==> src/rtl/fetch_queue.sv <==
// -----------------------------------------------------------------------------
// fetch_queue
//
// Instruction fetch queue sitting between the fetch stage and decode. Each cycle
// it can absorb one fetch bundle of up to FETCH_WIDTH instructions, compacting
// out lanes whose mask bit is clear. It presents up to DEQ_WIDTH of the oldest
// entries to decode, and decode reports how many it consumed.
//
// Parameters
//   FETCH_WIDTH  instructions per incoming bundle (1..4)
//   DEQ_WIDTH    instructions presented to decode per cycle (1..4)
//   DEPTH        entry count, power of two, >= FETCH_WIDTH + DEQ_WIDTH
//
// Ports
//   core_clock_i     sole clock, rising edge
//   core_reset_i     asynchronous active-low reset (clears pointers/count)
//   core_flush_i     synchronous flush: queue empties on the next edge
//   enq_valid_i      bundle offered
//   enq_mask_i       per-lane instruction valid
//   enq_instr_i      lane k at bits [32k+31:32k]
//   enq_pc_i         word PC of lane 0; lane k has PC enq_pc_i + k
//   enq_excp_vld_i   fetch fault for the bundle (stores a single entry)
//   enq_excp_code_i  fault code
//   enq_ptkn_i       per-lane predicted-taken flag
//   enq_busy_o       bundle cannot be accepted this cycle
//   deq_valid_o      thermometer, slot j valid when j < visible count
//   deq_instr_o, deq_pc_o, deq_excp_vld_o, deq_excp_code_o, deq_ptkn_o
//                    oldest entries, slot 0 oldest
//   deq_take_i       instructions consumed by decode this cycle
//   count_o          registered occupancy
//
// Configuration macro
//   FETCH_QUEUE_BYPASS_EN  when defined, a bundle accepted into an empty queue
//                          is visible on the deq outputs in the same cycle.
//                          When undefined, an accepted entry appears on the
//                          deq outputs one cycle after acceptance.
//
// Handshake: the enqueue side is valid/busy. A bundle is transferred on a
// rising edge exactly when enq_valid_i=1, enq_busy_o=0 and core_flush_i=0;
// enq_busy_o depends only on registered occupancy, never on same-cycle take or
// enqueue inputs. The dequeue side is a take count: decode may consume up to
// the number of valid slots; larger requests are clamped, never underflow.
// -----------------------------------------------------------------------------
module fetch_queue #(
    parameter int FETCH_WIDTH = 2,
    parameter int DEQ_WIDTH   = 2,
    parameter int DEPTH       = 16
) (
    input  logic                             core_clock_i,
    input  logic                             core_reset_i,
    input  logic                             core_flush_i,
    input  logic                             enq_valid_i,
    input  logic [FETCH_WIDTH-1:0]           enq_mask_i,
    input  logic [32*FETCH_WIDTH-1:0]        enq_instr_i,
    input  logic [29:0]                      enq_pc_i,
    input  logic                             enq_excp_vld_i,
    input  logic [3:0]                       enq_excp_code_i,
    input  logic [FETCH_WIDTH-1:0]           enq_ptkn_i,
    output logic                             enq_busy_o,
    output logic [DEQ_WIDTH-1:0]             deq_valid_o,
    output logic [32*DEQ_WIDTH-1:0]          deq_instr_o,
    output logic [30*DEQ_WIDTH-1:0]          deq_pc_o,
    output logic [DEQ_WIDTH-1:0]             deq_excp_vld_o,
    output logic [4*DEQ_WIDTH-1:0]           deq_excp_code_o,
    output logic [DEQ_WIDTH-1:0]             deq_ptkn_o,
    input  logic [$clog2(DEQ_WIDTH+1)-1:0]   deq_take_i,
    output logic [$clog2(DEPTH+1)-1:0]       count_o
);

    localparam int AW  = $clog2(DEPTH);
    localparam int CW  = $clog2(DEPTH + 1);
    // Compacted-bundle arrays are sized to serve both the write path
    // (FETCH_WIDTH lanes) and the bypass read path (DEQ_WIDTH slots).
    localparam int CMP = (FETCH_WIDTH > DEQ_WIDTH) ? FETCH_WIDTH : DEQ_WIDTH;

    // ------------------------------------------------------------------
    // Storage (no reset: contents are meaningless while count is zero)
    // ------------------------------------------------------------------
    logic [31:0] instr_mem     [DEPTH];
    logic [29:0] pc_mem        [DEPTH];
    logic        excp_vld_mem  [DEPTH];
    logic [3:0]  excp_code_mem [DEPTH];
    logic        ptkn_mem      [DEPTH];

    logic [AW-1:0] head_q;
    logic [AW-1:0] tail_q;
    logic [CW-1:0] count_q;

    // ------------------------------------------------------------------
    // Bundle compaction: valid lanes packed to the front in lane order
    // ------------------------------------------------------------------
    logic [31:0] comp_instr     [CMP];
    logic [29:0] comp_pc        [CMP];
    logic        comp_excp_vld  [CMP];
    logic [3:0]  comp_excp_code [CMP];
    logic        comp_ptkn      [CMP];
    int          enq_pos;
    logic [CW-1:0] enq_n;

    always_comb begin
        for (int i = 0; i < CMP; i++) begin
            comp_instr[i]     = '0;
            comp_pc[i]        = '0;
            comp_excp_vld[i]  = 1'b0;
            comp_excp_code[i] = '0;
            comp_ptkn[i]      = 1'b0;
        end
        enq_pos = 0;
        if (enq_excp_vld_i) begin
            // A faulting bundle collapses to one entry carrying lane 0 data,
            // whatever the mask says, so decode sees the fault exactly once.
            comp_instr[0]     = enq_instr_i[31:0];
            comp_pc[0]        = enq_pc_i;
            comp_excp_vld[0]  = 1'b1;
            comp_excp_code[0] = enq_excp_code_i;
            comp_ptkn[0]      = enq_ptkn_i[0];
            enq_pos           = 1;
        end else begin
            for (int k = 0; k < FETCH_WIDTH; k++) begin
                if (enq_mask_i[k]) begin
                    comp_instr[enq_pos] = enq_instr_i[32*k +: 32];
                    comp_pc[enq_pos]    = enq_pc_i + 30'(k);
                    comp_ptkn[enq_pos]  = enq_ptkn_i[k];
                    enq_pos             = enq_pos + 1;
                end
            end
        end
        enq_n = CW'(enq_pos);
    end

    // ------------------------------------------------------------------
    // Acceptance, bypass, effective take
    // ------------------------------------------------------------------
    logic          accept;
    logic          bypass_act;
    logic [CW-1:0] enq_acc;
    logic [CW-1:0] vis_n;
    logic [CW-1:0] take_n;
    logic [CW-1:0] skip_n;

    assign enq_busy_o = (CW'(DEPTH) - count_q) < CW'(FETCH_WIDTH);

    // Gating with the reset keeps the deq outputs quiet during reset even
    // when the bypass path is compiled in.
    assign accept  = enq_valid_i & ~enq_busy_o & ~core_flush_i & core_reset_i;
    assign enq_acc = accept ? enq_n : '0;

`ifdef FETCH_QUEUE_BYPASS_EN
    assign bypass_act = accept && (count_q == '0);
`else
    assign bypass_act = 1'b0;
`endif

    // Number of entries decode can see this cycle.
    assign vis_n = bypass_act ? enq_n : count_q;

    always_comb begin
        take_n = CW'(deq_take_i);
        if (take_n > vis_n) begin
            take_n = vis_n;
        end
        if (take_n > CW'(DEQ_WIDTH)) begin
            take_n = CW'(DEQ_WIDTH);
        end
    end

    // Bypassed lanes that decode consumes immediately are never written;
    // head and tail both skip over them so head stays equal to the first
    // entry still owed to decode.
    assign skip_n = bypass_act ? take_n : '0;

    // ------------------------------------------------------------------
    // Write port: lane i writes compacted entry (i + skip) at tail + i
    // ------------------------------------------------------------------
    logic          wr_en        [FETCH_WIDTH];
    logic [AW-1:0] wr_addr      [FETCH_WIDTH];
    logic [31:0]   wr_instr     [FETCH_WIDTH];
    logic [29:0]   wr_pc        [FETCH_WIDTH];
    logic          wr_excp_vld  [FETCH_WIDTH];
    logic [3:0]    wr_excp_code [FETCH_WIDTH];
    logic          wr_ptkn      [FETCH_WIDTH];

    always_comb begin
        for (int i = 0; i < FETCH_WIDTH; i++) begin
            wr_en[i]        = 1'b0;
            wr_addr[i]      = tail_q + AW'(i);
            wr_instr[i]     = '0;
            wr_pc[i]        = '0;
            wr_excp_vld[i]  = 1'b0;
            wr_excp_code[i] = '0;
            wr_ptkn[i]      = 1'b0;
            for (int s = 0; s < CMP; s++) begin
                if (s == i + int'(skip_n)) begin
                    wr_en[i]        = accept && (CW'(s) < enq_n);
                    wr_instr[i]     = comp_instr[s];
                    wr_pc[i]        = comp_pc[s];
                    wr_excp_vld[i]  = comp_excp_vld[s];
                    wr_excp_code[i] = comp_excp_code[s];
                    wr_ptkn[i]      = comp_ptkn[s];
                end
            end
        end
    end

    always_ff @(posedge core_clock_i) begin
        for (int i = 0; i < FETCH_WIDTH; i++) begin
            if (wr_en[i]) begin
                instr_mem[wr_addr[i]]     <= wr_instr[i];
                pc_mem[wr_addr[i]]        <= wr_pc[i];
                excp_vld_mem[wr_addr[i]]  <= wr_excp_vld[i];
                excp_code_mem[wr_addr[i]] <= wr_excp_code[i];
                ptkn_mem[wr_addr[i]]      <= wr_ptkn[i];
            end
        end
    end

    // ------------------------------------------------------------------
    // Pointers and occupancy
    // ------------------------------------------------------------------
    always_ff @(posedge core_clock_i or negedge core_reset_i) begin
        if (!core_reset_i) begin
            head_q  <= '0;
            tail_q  <= '0;
            count_q <= '0;
        end else if (core_flush_i) begin
            head_q  <= '0;
            tail_q  <= '0;
            count_q <= '0;
        end else begin
            head_q  <= head_q + AW'(take_n - skip_n);
            tail_q  <= tail_q + AW'(enq_acc - skip_n);
            count_q <= count_q + enq_acc - take_n;
        end
    end

    assign count_o = count_q;

    // ------------------------------------------------------------------
    // Read port: slot j shows head + j, or the bundle itself when bypassing
    // ------------------------------------------------------------------
    logic [AW-1:0] rd_addr [DEQ_WIDTH];

    always_comb begin
        for (int j = 0; j < DEQ_WIDTH; j++) begin
            rd_addr[j]                = head_q + AW'(j);
            deq_valid_o[j]            = CW'(j) < vis_n;
            deq_instr_o[32*j +: 32]   = instr_mem[rd_addr[j]];
            deq_pc_o[30*j +: 30]      = pc_mem[rd_addr[j]];
            deq_excp_vld_o[j]         = excp_vld_mem[rd_addr[j]];
            deq_excp_code_o[4*j +: 4] = excp_code_mem[rd_addr[j]];
            deq_ptkn_o[j]             = ptkn_mem[rd_addr[j]];
            if (bypass_act) begin
                deq_instr_o[32*j +: 32]   = comp_instr[j];
                deq_pc_o[30*j +: 30]      = comp_pc[j];
                deq_excp_vld_o[j]         = comp_excp_vld[j];
                deq_excp_code_o[4*j +: 4] = comp_excp_code[j];
                deq_ptkn_o[j]             = comp_ptkn[j];
            end
        end
    end

endmodule

==> config.mk <==
export PLATFORM = sky130hd
export DESIGN_NAME = fetch_queue
export DESIGN_NICKNAME = d
export VERILOG_FILES = /design/src/rtl/fetch_queue.sv
export SDC_FILE = /design/constraint.sdc
export NUM_CORES = 2
export LEC_CHECK = 0
export BUFFER_PORTS_ARGS = -buffer_cell sky130_fd_sc_hd__buf_2
export CAP_MARGIN = 20
export CORE_ASPECT_RATIO = 0.9
export CORE_MARGIN = 2
export CORE_UTILIZATION = 25
export DETAILED_ROUTE_END_ITERATION = 7
export REMOVE_ABC_BUFFERS = 1
export SLEW_MARGIN = 20
export SYNTH_ARGS = -nofsm -noshare
export SYNTH_HDL_FRONTEND = slang
export SYNTH_SLANG_ARGS = --single-unit
==> constraint.sdc <==
create_clock -name core_clock_i -period 4.8 [get_ports core_clock_i]
set_input_delay 0.96 -clock core_clock_i [delete_from_list [all_inputs] [get_ports core_clock_i]]
set_output_delay 0.96 -clock core_clock_i [all_outputs]
set_load 0.05 [all_outputs]
==> results.md <==
* Maximum VDD drop at 0.6351 mV
* Reg2reg start: count_o[1]
* Met1 Usage GRT at roughly a quarter
* First-pass GRT wire length at roughly 350 mm
* Io pins at 253
* Root Buffer: clkbuf_16
* Synth Cell Area at approximately 0.064 mm^2
* DR vias at 49582
* Ys async rst share at ~1.2%
* Worst EP arrival at 3.73 ns
* Gr usage total at between 10% and 20%
* Seq cells post-synth at 1101
* Largest net degree at the start of global routing at around 140
* Number of synthesized flops with an enable pin at 1008
* FF-to-FF path depth at 17
* GPL Wtd Cong at 0.8604
* Post-synthesis sequential area ratio at slightly above 50%
* CP Capture Point: deq_instr_o[38]
* Core Area at 0.2533 mm^2
* # setup viols final at 0
* Hold violation count in the final report at 0
* Layout cells sized above 1 at between 20% and 30%
* Pleak at 24.28 nW
* Synth cell types at between 70 and 80
* Most frequent cells in the layout: nor2_1 (1068), a21oi_1 (1055), edfxtp_1 (1008)
* CTS buffer count at about 110
* Syn avg cell area at 11.52 um^2
* Slew headroom at 22.55%
* First drt pass iteration count at 8
* CP max FO at 21
* M2 GR Usage at 28.32%
* Critical Path Start: head_q[0]
* Critical path's slowest cell: mux4_2
* Grt total ovfl at 0
* Cts hold-fix bufs at 0
* Initial Util at 25.19%
* Max Root-Sink Buffers at 3
* Most common cell after layout, fill and taps aside: nor2_1
* WL final at 247.1 mm
* Crit path capture type: primary output
* Placed insts at between 8000 and 9000
* Crit-path leading delay family: multiplexers
* Crit path kind: reg -> out
* H-tree depth at 3
* Die Y at 483.3 um
* Reg2reg end: count_o[4]
* Clk slew on worst S/H paths at approximately 0.070 ns
* Initial antenna violation count at 46
* Area growth, synth to finish at 14.87%
* Row cnt at 175
* GRT met3 Usage at under 10%
* Detail Placement HPWL at roughly 150 mm
* CTS sink cnt at 1101
* Buffers & Inverters on Critical Path at 3
* Final critical-path setup slack at roughly 0.11 ns
* Die area at approximately 0.26 mm^2
* DR vias/cell at 5.528
* Number of global-route vias before repair at roughly 46000
* Clock Latency Late Sink at between 0.7 and 0.8 ns
* Die Width at approximately 540 um
* Nets at 5632
* Worst Skew at 0.06271 ns
* Worst min-delay path category: in -> async
* Routed Antenna Nets at 0
* IO Port Bufs at 252
* Dpl ws at ~0.6 ns
* Critical path required time at 3.84 ns
* Post-Layout Cell Count at between 8000 and 9000
* Period utilization at 97.63%
* Count of pins over their slew limit at 0
* Outcome: completed
* CP cell instances: ha_4 > buf_4 > clkbuf_8 > mux4_2 > mux4_2 > buf_2
* Fmax achieved at 213.4 MHz
* Pwr dens at 569.5 mW/mm^2
* CP dominant cell by count: mux4_2
* CTS tree: yes
* Worst slew pin tran at approximately 1.2 ns
* Crit path time final at around 4.7 ns
* Fillcell total at 25593
* Routed len/inst at 27.55 um
* FF-to-FF setup slack at 0.89 ns
* DRT iter0 DRCs at between 7000 and 8000
* Ys flop type: edfxtp_1
* Crit path launch type: flop
* Yosys warning count at 0
* CP Depth at 6
* Max-cap violations at 0
* Max incr delay on CP at 0.61 ns
* Global routing's busiest layer: met2
* Drt drc at 0
* Mapped Cells at 5541
==> area by class of cell <==
cell class                 count  area, um^2  share of cell area, %
sequential                  1101       32210                  43.94
multi-input combinational   3830       29480                  40.21
timing repair buffer         434        3680                  5.020
inverter                      21       78.83                 0.1075
antenna                       16       40.04                0.05462
tap                         3363        4208                  5.740
clock buffer                 134        2885                  3.936
clock inverter                71       723.2                 0.9866
==> repair_timing <==
action / 4_1_cts / 5_1_grt
pin swaps: 1 / 1
setup buffers: 2 / 1
hold endpoints to repair: 0 / 0
setup endpoints to repair: 13 / 7
gates resized for setup: 1 / 8
==> cells by family (layout without fill, tap and decap cells) <==
| kind of cell | after synthesis | in the layout | share of synthesized area, % |
|---|---|---|---|
| AOI/OAI and AO/OA | 1490 | 1490 | 13.06 |
| buffers and inverters | 611 | 660 | 3.796 |
| muxes | 830 | 830 | 22.49 |
| adders and majority gates | 24 | 24 | 0.5176 |
| xor gates and xnor gates | 35 | 35 | 0.4804 |
| DFF | 1101 | 1101 | 50.45 |
| and+or+nand+nor | 1448 | 1448 | 9.190 |
| other | 2 | 19 | 0.01177 |
==> cells in the mapped netlist, drive strengths merged, types with 4 or more instances <==
cell type / n / area (um^2)
nand3: 52 / 260.3
nand2b: 4 / 25.02
o21ai: 172 / 864.6
and4: 7 / 61.31
a21o: 7 / 52.55
xnor2: 23 / 201.4
mux4: 476 / 10720
clkbuf: 427 / 1603
dfrtp: 13 / 325.3
mux2: 68 / 765.7
a22oi: 69 / 518.0
nor4: 11 / 96.34
nor3: 30 / 155.1
or2: 7 / 43.79
nor2b: 13 / 81.33
nor2: 1068 / 4009
a221oi: 68 / 595.6
buf: 163 / 740.7
xor2: 12 / 105.1
o31ai: 12 / 133.9
fa: 4 / 80.08
nand4: 10 / 62.56
a31oi: 29 / 187.7
and3: 7 / 43.79
o311ai: 4 / 35.03
nand2: 206 / 773.2
or4: 4 / 37.53
dfxtp: 80 / 1602
a41oi: 4 / 35.03
and2: 12 / 75.08
inv: 20 / 75.07
edfxtp: 1008 / 30270
a22o: 35 / 306.5
mux2i: 286 / 2863
a21oi: 1069 / 5410
or3: 4 / 25.02
ha: 20 / 250.2
==> flip-flops by register name (all words and copies together) (netlist names) <==
register       count
head_q             4
ptkn_mem          16
instr_mem        512
count_o            5
excp_vld_mem      16
excp_code_mem     64
pc_mem           480
tail_q             4
==> how the worst min path moves through the flow <==
stage	depth (start not counted)	slack (ns)	to	from
5_1_grt	1	0.10	count_o[1]	core_reset_i
6_report	1	0.11	count_o[1]	core_reset_i
3_5_place_dp	2	0.50	excp_vld_mem[15]	excp_vld_mem[15]
3_3_place_gp	2	0.49	excp_code_mem[11][0]	excp_code_mem[11][0]
4_1_cts	1	0.07	head_q[3]	core_reset_i
2_1_floorplan	2	0.47	excp_code_mem[15][1]	excp_code_mem[15][1]
==> per-layer routing <==
metal  share of wire, %  vias up
met5              0.013        -
met4                3.4        6
met3                 12      499
met2                 45     3370
met1                 39    24643
li1                   -    21064
==> through the flow <==
step	hold slack, ns	total power, mW	TNS [ns]	instance area [um^2]	util [%]
floorplan	0.4718	23.02	-7870.02	61470	-
global placement	0.4852	32.95	0	69570	27.46
detailed placement	0.5014	33.13	0	69580	27.47
CTS	0.07373	42.00	0	73210	28.90
global route	0.1044	43.38	-0.006527	73280	28.93
finish	0.1076	41.74	0	73300	28.93
==> where the power goes <==
part	switching (mW)	internal [mW]	leakage [nW]
Sequential	0.240	10.6	9.92
Combinational	14.2	7.75	12.6
Clock	4.09	4.85	1.74
Total	18.5	23.2	24.3
==> worst register-to-register path, delay by kind of cell (launching register included) <==
kind	cells	cell delay, ns
xor+xnor	1	0.19
compound gates	3	0.58
flops	1	0.42
buf+inv	5	0.55
fa+ha+maj	4	1.27
simple gates	4	0.78
No activity file was read; power rests on OpenSTA's default activity.
